$ cat config.mk
export PLATFORM = sky130hd
export DESIGN_NAME = hermes_flit_injector
export DESIGN_NICKNAME = d
export VERILOG_FILES = /design/src/rtl/hermes_flit_injector.sv
export SDC_FILE = /design/constraint.sdc
export NUM_CORES = 1
export LEC_CHECK = 0
export ABC_CLOCK_PERIOD_IN_PS = 3800
export BUFFER_PORTS_ARGS = -buffer_cell sky130_fd_sc_hd__clkbuf_2
export CAP_MARGIN = 30
export CELL_PAD_IN_SITES_DETAIL_PLACEMENT = 0
export CELL_PAD_IN_SITES_GLOBAL_PLACEMENT = 2
export CORE_MARGIN = 2
export CORE_UTILIZATION = 32
export CTS_BUF_LIST = sky130_fd_sc_hd__clkbuf_8
export CTS_CLUSTER_DIAMETER = 40
export DETAILED_ROUTE_END_ITERATION = 10
export HOLD_SLACK_MARGIN = 0.05
export PLACE_DENSITY = 0.92
export SLEW_MARGIN = 15
export SYNTH_ARGS = -nofsm -noshare
export SYNTH_HDL_FRONTEND = slang
export SYNTH_SLANG_ARGS = --single-unit
$ cat constraint.sdc
create_clock -name clk_i -period 3.8 [get_ports clk_i]
set_input_delay 0.19 -clock clk_i [delete_from_list [all_inputs] [get_ports clk_i]]
set_output_delay 0.19 -clock clk_i [all_outputs]
set_load 0.02 [all_outputs]
$ cat src/rtl/hermes_flit_injector.sv
// rtl/hermes_flit_injector.sv - Hermes link packet injector: header, size, payload flits under credit flow control.
// Optional link stall counter enabled by HERMES_INJECTOR_STALL_CNT_EN.
module hermes_flit_injector #(
  parameter int FLIT_SIZE = 32,
  parameter int SIZE_W    = 16
) (
  input  logic                 clk_i,
  input  logic                 rst_ni,
  input  logic                 cmd_valid_i,
  output logic                 cmd_ready_o,
  input  logic [FLIT_SIZE-1:0] cmd_header_i,
  input  logic [FLIT_SIZE-1:0] cmd_size_i,
  input  logic                 pl_valid_i,
  output logic                 pl_ready_o,
  input  logic [FLIT_SIZE-1:0] pl_data_i,
  output logic                 tx_o,
  output logic [FLIT_SIZE-1:0] data_o,
  input  logic                 credit_i,
  output logic                 busy_o,
  output logic                 err_o,
  output logic [31:0]          stall_cnt_o
);

  typedef enum logic [1:0] {IDLE, SIZE, PAYLOAD} state_e;

  state_e                 state_q, state_d;
  logic [SIZE_W-1:0]      cnt_q, cnt_d;
  logic [SIZE_W-1:0]      size_q, size_d;
  logic                   tx_q, tx_d;
  logic [FLIT_SIZE-1:0]   data_q, data_d;
  logic                   err_q, err_d;
  logic                   rdy_q;
  logic                   load_en, cmd_fire, pl_fire, size_ok;
  logic [FLIT_SIZE-1:0]   size_hi;

  assign load_en  = !tx_q || credit_i;
  assign size_hi  = cmd_size_i >> SIZE_W;
  assign size_ok  = (size_hi == '0) && (cmd_size_i != '0);

  // rdy_q keeps cmd_ready_o low while reset is held and until the first clock after release.
  assign cmd_ready_o = rdy_q && (state_q == IDLE) && load_en;
  assign pl_ready_o  = (state_q == PAYLOAD) && load_en;
  assign cmd_fire    = cmd_valid_i && cmd_ready_o;
  assign pl_fire     = pl_valid_i && pl_ready_o;

  assign tx_o   = tx_q;
  assign data_o = data_q;
  assign err_o  = err_q;
  assign busy_o = (state_q != IDLE) || tx_q;

  always_comb begin
    state_d = state_q;
    cnt_d   = cnt_q;
    size_d  = size_q;
    tx_d    = tx_q;
    data_d  = data_q;
    err_d   = 1'b0;
    if (load_en) tx_d = 1'b0;
    case (state_q)
      IDLE: begin
        if (cmd_fire) begin
          if (size_ok) begin
            tx_d    = 1'b1;
            data_d  = cmd_header_i;
            cnt_d   = cmd_size_i[SIZE_W-1:0];
            size_d  = cmd_size_i[SIZE_W-1:0];
            state_d = SIZE;
          end else begin
            err_d = 1'b1;
          end
        end
      end
      SIZE: begin
        if (load_en) begin
          tx_d    = 1'b1;
          data_d  = FLIT_SIZE'(size_q);
          state_d = PAYLOAD;
        end
      end
      PAYLOAD: begin
        if (pl_fire) begin
          tx_d   = 1'b1;
          data_d = pl_data_i;
          cnt_d  = cnt_q - SIZE_W'(1);
          if (cnt_q == SIZE_W'(1)) state_d = IDLE;
        end
      end
      default: state_d = IDLE;
    endcase
  end

  always_ff @(posedge clk_i or negedge rst_ni) begin
    if (!rst_ni) begin
      state_q <= IDLE;
      cnt_q   <= '0;
      size_q  <= '0;
      tx_q    <= 1'b0;
      data_q  <= '0;
      err_q   <= 1'b0;
      rdy_q   <= 1'b0;
    end else begin
      state_q <= state_d;
      cnt_q   <= cnt_d;
      size_q  <= size_d;
      tx_q    <= tx_d;
      data_q  <= data_d;
      err_q   <= err_d;
      rdy_q   <= 1'b1;
    end
  end

`ifdef HERMES_INJECTOR_STALL_CNT_EN
  logic [31:0] stall_q;

  always_ff @(posedge clk_i or negedge rst_ni) begin
    if (!rst_ni) begin
      stall_q <= '0;
    end else if (tx_q && !credit_i && (stall_q != 32'hFFFF_FFFF)) begin
      stall_q <= stall_q + 32'd1;
    end
  end

  assign stall_cnt_o = stall_q;
`else
  assign stall_cnt_o = '0;
`endif

endmodule

After elaboration in Yosys (flattened, before gate mapping) --
Cells that the tools add are included.
Word-level totals: output and inout bits 69, register bits 69, word-level logic and storage cells 59, input port bits 101
Cells by class: reduce and logical (&&, ||, !) cells 19, equal/unequal tests 8, multiplexer cells 24, $add $sub $neg 1
Operators with widths (count):
- two-way mux 32 bit | 4
- one-hot mux 32 bit (3 select lines) | 1
- two-way mux 16 bit | 3
- zero test 32 bit | 1
- one-hot mux 16 bit (2 select lines) | 1
- nonzero test 32 bit | 1
- == test 16 x 1 -> 1 bit, second input constant | 1
- subtractor 16 x 1 -> 16 bit, second input constant | 1
- two-way mux 2 bit | 5
- AND reduction 5 bit | 2
- two-way mux 1 bit | 8
- inequality test 2 bit, second input constant | 4
- logical AND 1 bit | 6
- one-hot mux 2 bit (3 select lines) | 1
- AND reduction 4 bit | 1
- nonzero test 2 bit | 2
- one-hot mux 1 bit (3 select lines) | 1
- AND reduction 3 bit | 1
- nonzero test 3 bit | 1
- == test 2 x 1 -> 1 bit, second input constant | 1
- == test 2 bit, second input constant | 1
- zero test 2 bit | 1
- logical OR 1 bit | 2
- inequality test 2 x 1 -> 1 bit, second input constant | 1
- zero test 1 bit | 1

Depth between registers and ports, before layout --
Gate-level depths: netlist (run 1).
depth after elaboration 6, mapped depth 9, depth with buffers taken out 7

Least setup slack after synthesis (run 1) --
OpenSTA, ideal clock, no wires.
kind flip-flop to flip-flop, from register state_q[0], to register size_q[10], stages on the path, launching flop included 8, library setup time 127 ps, period minus slack after synthesis 2206 ps, slack 1594 ps, data required time 3673 ps, data arrival time 2079 ps, buffers on the path 1, cells stage by stage dfrtp_1 -> inv_1 -> ha_1 -> inv_2 -> or3_4 -> nor3_4 -> buf_6 -> mux2_1
On the way: longest elaborated chain between the ends 5
RTL lines:
- start: declaration | line 26 | state_e state_q, state_d;
- start signal: assignment | line 102 | state_q <= state_d;
- zero test 2 bit (*) | line 41, 59
- logical AND 1 bit (2 in series) | line 41 | assign cmd_ready_o = rdy_q && (state_q == IDLE) && load_en;
- logical AND 1 bit | line 43 | assign cmd_fire = cmd_valid_i && cmd_ready_o;
- AND reduction 3 bit (no source line) (*)
- end signal: assignment | line 104 | size_q <= size_d;
- end: declaration | line 28 | logic [SIZE_W-1:0] size_q, size_d;
Mark *: on every way between the ends. The rest lies on a longest branch, timed or not. A chain may end at the register's enable or synchronous reset.

Worst setup path after layout (run 1) --
from register state_q[0], to register size_q[4]
Same word-level chain as after synthesis.

==> results of run 1 <==
[synth_stat cells (4+ instances only)]
library cell,n,share of area [%]
a22oi_1,17,3.0
mux2_1,39,10
nor2_1,34,3.0
a21oi_1,22,2.6
nor4_1,8,1.2
ha_1,7,2.0
a31oi_1,9,1.3
nor4_2,4,1.2
nand3_1,17,2.0
buf_4,32,5.6
o21ai_0,27,3.2
nor4b_1,4,0.82
buf_6,5,1.3
dfrtp_1,69,40
mux2_2,12,3.2
clkbuf_1,13,1.1
inv_1,25,2.2
nand2_1,24,2.1
[report_power, final]
group	leakage (nW)	total, W	switching, W	internal, W
logic	1.58	0.00201	0.00125	0.000757
clock network	0.128	0.000748	0.000294	0.000454
registers	0.880	0.00116	0.000189	0.000975
total	2.59	0.00392	0.00173	0.00219
[routing by layer]
metal / track usage, % / part of all wire (%) / vias up
met5: 0 / 0 / -
li1: - / - / 1792
met1: 22.96 / 44 / 1847
met3: 3.517 / 7.2 / 18
met2: 27.18 / 47 / 159
met4: 4.632 / 1.9 / 0
[logic make-up after synthesis]
group           after synthesis  share of synthesized area, %
simple gates                124                         16.69
compound gates              106                         16.39
buf+inv                      80                         10.72
flops                        69                         40.33
mux                          52                         13.65
fa+ha+maj                     7                         2.045
other cells                   2                        0.1754
[path summary, 6_finish.rpt]
check                                from         end  slack [ns]
setup / recovery               state_q[0]   size_q[4]        0.94
hold / removal             cmd_size_i[14]  size_q[14]        0.11
setup reg to reg               state_q[0]   size_q[4]        0.94
hold reg to reg                size_q[14]  size_q[14]        0.50
max in group asynchronous          rst_ni  data_o[16]        2.36
min in group asynchronous          rst_ni       err_o        0.45
[timing repair]
item                      4_1_cts  5_1_grt
resized for setup               0        0
hold buffers                    1        0
hold endpoints to repair       30        0
[worst max-delay path, stage by stage, from the launching register on]
cell     delay, ns
dfrtp_1       0.41
inv_1         0.12
ha_1          0.53
inv_2         0.14
or3_4         0.43
nor3_4        0.70
mux2_2        0.41
[cell type report]
cell class	instances	area share, %
inverters	26	1.858
multi-input cells	322	42.11
flip-flops and latches	69	32.87
well taps	176	4.191
clock buffers	10	2.620
clock inverters	6	2.120
repair buffers	144	14.24
[metrics by stage]
stage / hold WS (ns) / instances / worst slack (ns) / area, um2
after floorplan: -0.1056 / 471 / 1.594 / 4398
after global placement: 0.3024 / 735 / 1.038 / 4980
after detailed placement: 0.3135 / 736 / 0.9345 / 4995
after CTS: 0.1002 / 753 / 0.9167 / 5254
after global routing: 0.1090 / 753 / 0.7918 / 5254
final: 0.1094 / 753 / 0.9418 / 5254
[state kept, by name, indices dropped and copies added, names as in the netlist]
signal	flops
err_o	1
size_q	16
rdy_q	1
tx_o	1
data_o	32
cnt_q	16
state_q	2
==> metrics.txt, run 1 <==
status complete, no violations; Via-to-Cell Ratio 5.068; dpl hpwl 9.417 mm; Area Overhead vs Synth 22.71%; WP data arrival 3.09 ns; Req. time, crit path 4.03 ns; Distinct cells, synth 61; Clock Sinks 69; clk slew on worst S/H paths 0.08 ns; die area 0.01432 mm2; Top FF cell, synth dfrtp_1; Inserted Clock Buffers 9; number of synthesized flops with an enable pin 0; largest net degree at the start of global routing 47; Syn Area/Cell 9.731 um2; fill count 1372; Post-Syn Area 0.004282 mm2; drt wl/cell 16.19 um; WL final 12.19 mm; Core Rows 42; vias in the first global route 3628; final hold vios 0; Leakage 2.586 nW; startpoint types flip-flop; initial detailed-routing violation count 210; Tightest Pin Transition 0.8144 ns; commonest non-fill, non-tap cell in the layout clkbuf_2; min cycle time layout 2.858 ns; final setup vio count 0; GRT Total Usage 16.85%; register area 0.001727 mm2; share of cells above drive strength 1 31.89%; Syn Inst Count 440; H-tree levels 3; Layout Skew 0.01086 ns; Worst Hold Class input port to flip-flop; R2R depth 6; Initial Util 32.59%; Layout Nets 680; detailed-route via count 3816; WHS Path Cells 2; first-pass GRT wire length 19.23 mm; DIE HEIGHT 119.7 um; most frequent cells in the layout clkbuf_2 (136), dfrtp_1 (69), mux2_1 (39); Seq cells post-synth 69; postcts setup bufs 0; Critical Path Sink Type flip-flop; Rel. slew slack 45.21%; clk_lat worst skew 0.35 ns; Multi-input gate area 0.002212 mm2; WS Path Type flip-flop to flip-flop; part of the cycle the worst path needs 75.22%; Max-cap violations 0; YS warnings 0; RSZ-0062 raised after global routing false; drt first pass iters 4; Max Clk Rate 0.3499 GHz; Pwr Total 0.003918 W; setup_tns 0 ns; Power Dens Cells 745.8 mW/mm2; Chip Width 119.7 um; port bufs 137; Worst VDD drop 0.3029 mV; final design utilization 39.99%; async set or reset register ratio after synthesis 100.0%; ANT nets after route 0; Final Wtd Congestion 0.8526; initial antenna violation count 0; Diodes inserted 0; core box area 0.01314 mm2; grt ovf 0; TritonCTS clock tree done; Clock Path Buffers 2; drt drc 0; final slew viol count 0; CTS root buffer clkbuf_8; register area share after synthesis 40.33%; worst-path maximum fanout 18; Ports 170
(Power assumes the default switching activity.)
==> run 2, diff against run 1 <==
ABC_AREA = 1   (was default)
ABC_CLOCK_PERIOD_IN_PS = 2950   (was 3800)
CORE_UTILIZATION = 26   (was 32)
PLACE_DENSITY = 0.85   (was 0.92)
clock period = 2.95 ns   (was 3.8 ns; I/O delays follow)
==> run 2 against run 1 <==
Clock skew is 0.0015 ns lower. Sequential share of layout area fell by 1.3 points. Synthesized cell count rose by 50%. Clock power increased by 3.9%. Synthesized area grew 3.8%. Sequential power grew 22%. Combinational power is 33% higher. Clock-buffer cell count fell by 1. Die area grew 27%.
==> metrics.txt, run 2 <==
part of the cycle the worst path needs 76.87% (+1.7 points); Max Clk Rate 0.4410 GHz (+26%); WL final 14.57 mm (+20%); CTS root buffer clkbuf_8; drt wl/cell 14.42 um (-11%); postcts setup bufs 0 (unchanged); Diodes inserted 0 (unchanged); core box area 0.01664 mm2 (+27%); grt ovf 0 (unchanged); sequential power share 29.2% (-0.5 points); status complete, no violations; final slew viol count 0 (unchanged); GRT Total Usage 15.96% (-0.89 points); register area share after synthesis 38.85% (-1.5 points); Leakage 3.106 nW (+20%); top cells by area, synth dfrtp_1 (39%), nand2_1 (21%), nand3_1 (11%); Tightest Pin Transition 0.8921 ns (+0.07775 ns); Power Dens Cells 891.1 mW/mm2 (+19%); Post-Syn Area 0.004444 mm2 (+3.8%); detailed-route via count 4526 (+19%); clk slew on worst S/H paths 0.08 ns (about the same); Clk pwr share 15.9% (-3.2 points); placed inst area 0.005263 mm2 (+5.4%); Req. time, crit path 3.19 ns (-0.84 ns); final setup vio count 0 (unchanged); initial antenna violation count 0 (unchanged); Area Overhead vs Synth 23.09%; most frequent cells in the layout nand2_1 (247), clkbuf_2 (136), nand3_1 (96); Seq cells post-synth 69 (unchanged); dpl hpwl 10.71 mm (+14%); Ports 170 (unchanged); post-synth top area share 38.85% (-1.5 points); Layout Skew 0.009390 ns (-0.001471 ns); largest net degree at the start of global routing 44 (-6.4%); Pwr Total 0.004874 W (+24%); Syn Inst Count 659 (+50%); count leader, synth nand2_1; first-pass GRT wire length 22.83 mm (+19%); Sw Ratio 50.38% (+6.2 points); port bufs 137 (unchanged); Clock Sinks 69 (unchanged); YS warnings 0 (unchanged); DP Worst Slack 0.6740 ns (-0.2604 ns); vias in the first global route 4258 (+17%); Clock Path Buffers 2 (unchanged); WP data arrival 2.51 ns (-0.58 ns); Distinct cells, synth 26 (-57%); die area 0.01815 mm2 (+27%); hold slack 0.06553 ns (-0.04389 ns); drt first pass iters 4 (unchanged); clk_lat worst skew 0.36 ns (about the same); final hold vios 0 (unchanged); Via-to-Cell Ratio 4.481 (-12%); drt drc 0 (unchanged); Syn Area/Cell 6.744 um2 (-31%); largest area contributor in the netlist dfrtp_1; Core Rows 47 (+12%); ANT nets after route 0 (unchanged); H-tree levels 3 (unchanged); Chip Width 134.7 um (+13%); P_int 0.002419 W (+11%); final worst slack 0.6822 ns (-0.2596 ns); share of cells above drive strength 1 22.15% (-9.7 points); DIE HEIGHT 134.7 um (+13%); setup_tns 0 ns (unchanged); Rel. slew slack 40.52% (-4.7 points); combinational share of power 54.9% (+3.7 points); Worst Hold Class input port to flip-flop; Max-cap violations 0 (unchanged); Finished Cell Area 0.005470 mm2 (+4.1%); RSZ-0062 raised after global routing false; number of synthesized flops with an enable pin 0 (unchanged); WS Path Type flip-flop to flip-flop; Commonest cells post-synth nand2_1 (247), nand3_1 (96), dfrtp_1 (69); initial detailed-routing violation count 290 (+38%); async set or reset register ratio after synthesis 100.0% (unchanged); min cycle time layout 2.268 ns (-0.5904 ns); worst-path maximum fanout 16 (-2); Final Wtd Congestion 0.8076 (-5.3%); Top FF cell, synth dfrtp_1; Inserted Clock Buffers 9 (unchanged); fill count 1863 (+36%); Worst VDD drop 0.2890 mV (-4.6%); TritonCTS clock tree done; max FFs per register 32 (unchanged); Net Sw Power 0.002456 W (+42%); startpoint types flip-flop; Initial Util 26.70% (-5.9 points); Layout Nets 894 (+31%); commonest non-fill, non-tap cell in the layout nand2_1; Critical Path Sink Type flip-flop
run 2: cell types whose count changed in the layout (fill, tap and decap cells not counted), moves of 12 or more:
cell,previous run,this run
nand3_1,17,96
inv_1,26,45
a21oi_1,22,3
mux2_2,12,0
nand2_1,24,247
nand4_1,3,36
mux2_1,39,0
a22oi_1,17,1
run 2: kinds of logic (layout without fill, tap and decap cells):
logic type | after synthesis | after routing | share of synthesized area (%)
simple gates | 430 | 430 | 41.89
other cells | 2 | 33 | 0.1690
fa+ha+maj | 7 | 7 | 1.971
buf+inv | 115 | 215 | 12.87
compound gates | 36 | 36 | 4.251
flops | 69 | 69 | 38.85
run 2: final cells by class:
cell class | instances | area [um2] | area share, %
clock inverter | 6 | 63.81 | 1.167
multi-input combinational | 506 | 2265 | 41.40
timing repair buffer | 154 | 843.3 | 15.42
sequential | 69 | 1727 | 31.56
inverter | 46 | 172.7 | 3.156
tap | 220 | 275.3 | 5.032
clock buffer | 9 | 123.9 | 2.264
run 2: final timing paths:
check / startpoint / endpoint / slack, ns / depth (start not counted)
min in group asynchronous: rst_ni / data_o[14] / 0.46 / 2
worst min register to register: data_o[26] / data_o[26] / 0.47 / 2
worst min-delay path: cmd_size_i[0] / size_q[0] / 0.07 / 3
worst max register to register: state_q[1] / cnt_q[5] / 0.68 / 11
worst max-delay path: state_q[1] / cnt_q[5] / 0.68 / 11
max in group asynchronous: rst_ni / cnt_q[5] / 1.65 / 3
run 2: worst max-delay path, stage by stage (launching register included):
cell and delay, ns:
dfrtp_1 0.41, inv_1 0.11, ha_1 0.24, nand2_1 0.09, nor2_2 0.14, nand2_1 0.08
nand2_1 0.08, inv_2 0.05, nor2_4 0.32, nand3_2 0.39, nand2_1 0.17, nand2_1 0.06
run 2: per-layer routing:
| layer | GRT usage [%] | up-vias | part of all wire, % |
|---|---|---|---|
| met1 | 22.63 | 2073 | 47 |
| met3 | 3.116 | 10 | 5.8 |
| met5 | 0 | - | 0 |
| met2 | 25.38 | 130 | 46 |
| met4 | 3.158 | 0 | 0.72 |
| li1 | - | 2313 | - |
run 2: power by group through the flow:
stage               logic [W]  registers, W  clock network, W
finish                0.00267       0.00142          0.000777
global route          0.00300       0.00146          0.000827
CTS                   0.00270       0.00142          0.000797
detailed placement    0.00269       0.00144                 0
global placement      0.00267       0.00144                 0
floorplan             0.00169       0.00158                 0
run 2: repair_timing:
item / CTS / global route
endpoints found under the hold margin: 34 / 0
hold buffers: 2 / 0
gates resized for setup: 0 / 0
run 2: metrics by stage:
step	util, %	instances
floorplan	-	690
global placement	31.62	993
detailed placement	31.62	993
CTS	32.87	1010
global route	32.87	1010
finish	32.87	1010
==> run 3, diff against run 2 <==
ABC_CLOCK_PERIOD_IN_PS = 1900   (was 2950)
CORE_UTILIZATION = 24   (was 26)
PLACE_DENSITY = 0.82   (was 0.85)
clock period = 1.9 ns   (was 2.95 ns; I/O delays follow)
==> run 3 against run 2 <==
The flow now finishes with violations (design-rule violations). Die area grew 8.1%. Total power grew 75%. Core utilization grew 0.31 points. Non-clock buffer count grew 30. Clock skew shrank 0.0035 ns. Sequential share of layout area shrank 2.8 points. Critical path depth grew 2. Setup slack lost 0.63 ns. Largest cell class unchanged. Cell count grew 4.0%.
==> metrics.txt, run 3 (synthesis gave the netlist of run 2 again) <==
status complete, but fails checks; Critical Path Sink Type flip-flop; WL final 14.74 mm (+1.2%); commonest non-fill, non-tap cell in the layout nand2_1; worst r2r src state_q[0]; crit path launch state_q[0]; Power Dens Cells 1424 mW/mm2 (+60%); drt first pass iters 9 (+5); final setup vio count 0 (unchanged); H-tree levels 3 (unchanged); Clock Sinks 69 (unchanged); final slew viol count 0 (unchanged); clk slew on worst S/H paths 0.08 ns (about the same); Req. time, crit path 2.16 ns (-1.03 ns); Initial Util 24.57% (-2.1 points); drt drc 16 (+16); Layout Skew 0.005917 ns (-0.003473 ns); detailed-route via count 4608 (+1.8%); first-pass GRT wire length 22.89 mm (+0.30%); Worst Hold Class input port to flip-flop; reg-to-reg endpoint data_o[18]; TritonCTS clock tree done; Core Rows 49 (+4.3%); die area 0.01962 mm2 (+8.1%); Inserted Clock Buffers 9 (unchanged); initial antenna violation count 0 (unchanged); min cycle time layout 1.844 ns (-0.4241 ns); core box area 0.01809 mm2 (+8.7%); R2R depth 13 (+2); Final Wtd Congestion 0.7712 (-4.5%); vias in the first global route 4423 (+3.9%); Diodes inserted 0 (unchanged); CTS root buffer clkbuf_8; final hold vios 0 (unchanged); ANT nets after route 0 (unchanged); Max Clk Rate 0.5424 GHz (+23%); drt wl/cell 14.04 um (-2.7%); initial detailed-routing violation count 251 (-13%); clk_lat worst skew 0.37 ns (about the same); Clock Path Buffers 2 (unchanged); Ports 170 (unchanged); failing checks design-rule violations; final design utilization 33.18% (+0.31 points); most frequent cells in the layout nand2_1 (246), clkbuf_2 (136), nand3_1 (96); share of cells above drive strength 1 24.24% (+2.1 points); worst setup path end data_o[18]; part of the cycle the worst path needs 97.04% (+20 points); worst-path maximum fanout 8 (-8); Layout Nets 924 (+3.4%); WP data arrival 2.11 ns (-0.40 ns); port bufs 137 (unchanged); startpoint types flip-flop; flop2flop setup slack 0.06 ns (-0.63 ns); GRT Total Usage 14.48% (-1.5 points); largest net degree at the start of global routing 46 (+4.5%); WS Path Type flip-flop to flip-flop; Chip Width 140.1 um (+4.0%); dpl hpwl 10.25 mm (-4.3%); Via-to-Cell Ratio 4.389 (-2.1%); DIE HEIGHT 140.1 um (+4.0%); grt ovf 0 (unchanged); Area Overhead vs Synth 35.02%; Max-cap violations 0 (unchanged); max FFs per register 32 (unchanged); Worst VDD drop 0.7216 mV (+150%); Leakage 3.344 nW (+7.7%); setup_tns 0 ns (unchanged)
-- run 3: cell types whose count changed in the layout (fill, tap and decap cells not counted), sizes merged --
| cell | delta |
|---|---|
| buf | +14 |
| dlygate4sd3 | +12 |
| clkbuf | +5 |
| bufinv | +1 |
| clkinv | +1 |
| clkinvlp | -1 |
| inv | -1 |
-- run 3: final cells by class --
cell class | instances | area (um2)
Multi-Input combinational cell | 506 | 2306
Timing Repair Buffer | 184 | 1285
Sequential cell | 69 | 1727
Tap cell | 229 | 286.5
Inverter | 46 | 172.7
Clock inverter | 6 | 86.33
Fill cell | 2008 | 12090
Clock buffer | 10 | 137.6
-- run 3: critical path, stage by stage, from the launching register on --
cell	delay [ns]
dfrtp_1	0.40
inv_2	0.10
ha_4	0.15
nand2_1	0.08
nor2_4	0.10
nand2_2	0.06
nand2_1	0.07
inv_2	0.05
nor2_4	0.12
buf_12	0.14
nand3_4	0.14
clkbuf_16	0.21
nand2_1	0.06
nand2_1	0.05
-- run 3: worst min path at each step --
stage	startpoint	endpoint	slack (ns)	depth (start not counted)
2_1_floorplan	rst_ni	cnt_q[0]	-0.20	0
3_3_place_gp	rst_ni	data_o[27]	-0.03	1
3_5_place_dp	rst_ni	data_o[27]	-0.03	1
4_1_cts	cmd_size_i[3]	size_q[3]	0.05	3
5_1_grt	cmd_header_i[21]	data_o[21]	0.07	5
6_report	cmd_size_i[5]	size_q[5]	0.06	3
-- run 3: timing repair --
item,in CTS,in global routing
setup endpoints to repair,0,51
hold buffers,14,0
endpoints found under the hold margin,84,0
resized for setup,0,8
setup buffers,0,4
-- run 3: report_power, final --
| group | total, W | switching [W] | internal (W) |
|---|---|---|---|
| Combinational | 0.00495 | 0.00309 | 0.00186 |
| Clock | 0.00140 | 0.000626 | 0.000772 |
| Sequential | 0.00220 | 0.000319 | 0.00188 |
-- run 3: metal layers --
metal	vias up	track usage, %	share of wire (%)
met5	-	0	0
met1	2098	19.76	47
li1	2376	-	-
met3	18	2.667	4.5
met4	0	4.997	2.2
met2	116	23.15	47
-- run 3: through the flow --
step | std cells | hold WS [ns] | instance area (um2) | setup WS (ns) | total power, W
finish | 1050 | 0.06401 | 6001 | 0.05629 | 0.008547
global route | 1050 | 0.06734 | 6001 | -0.03029 | 0.009265
CTS | 1041 | 0.05164 | 5798 | 0.01181 | 0.008109
detailed placement | 1011 | -0.02728 | 5434 | 0.04182 | 0.006651
global placement | 1011 | -0.03117 | 5434 | 0.1037 | 0.006630
floorplan | 690 | -0.2006 | 4566 | 0.01222 | 0.005081
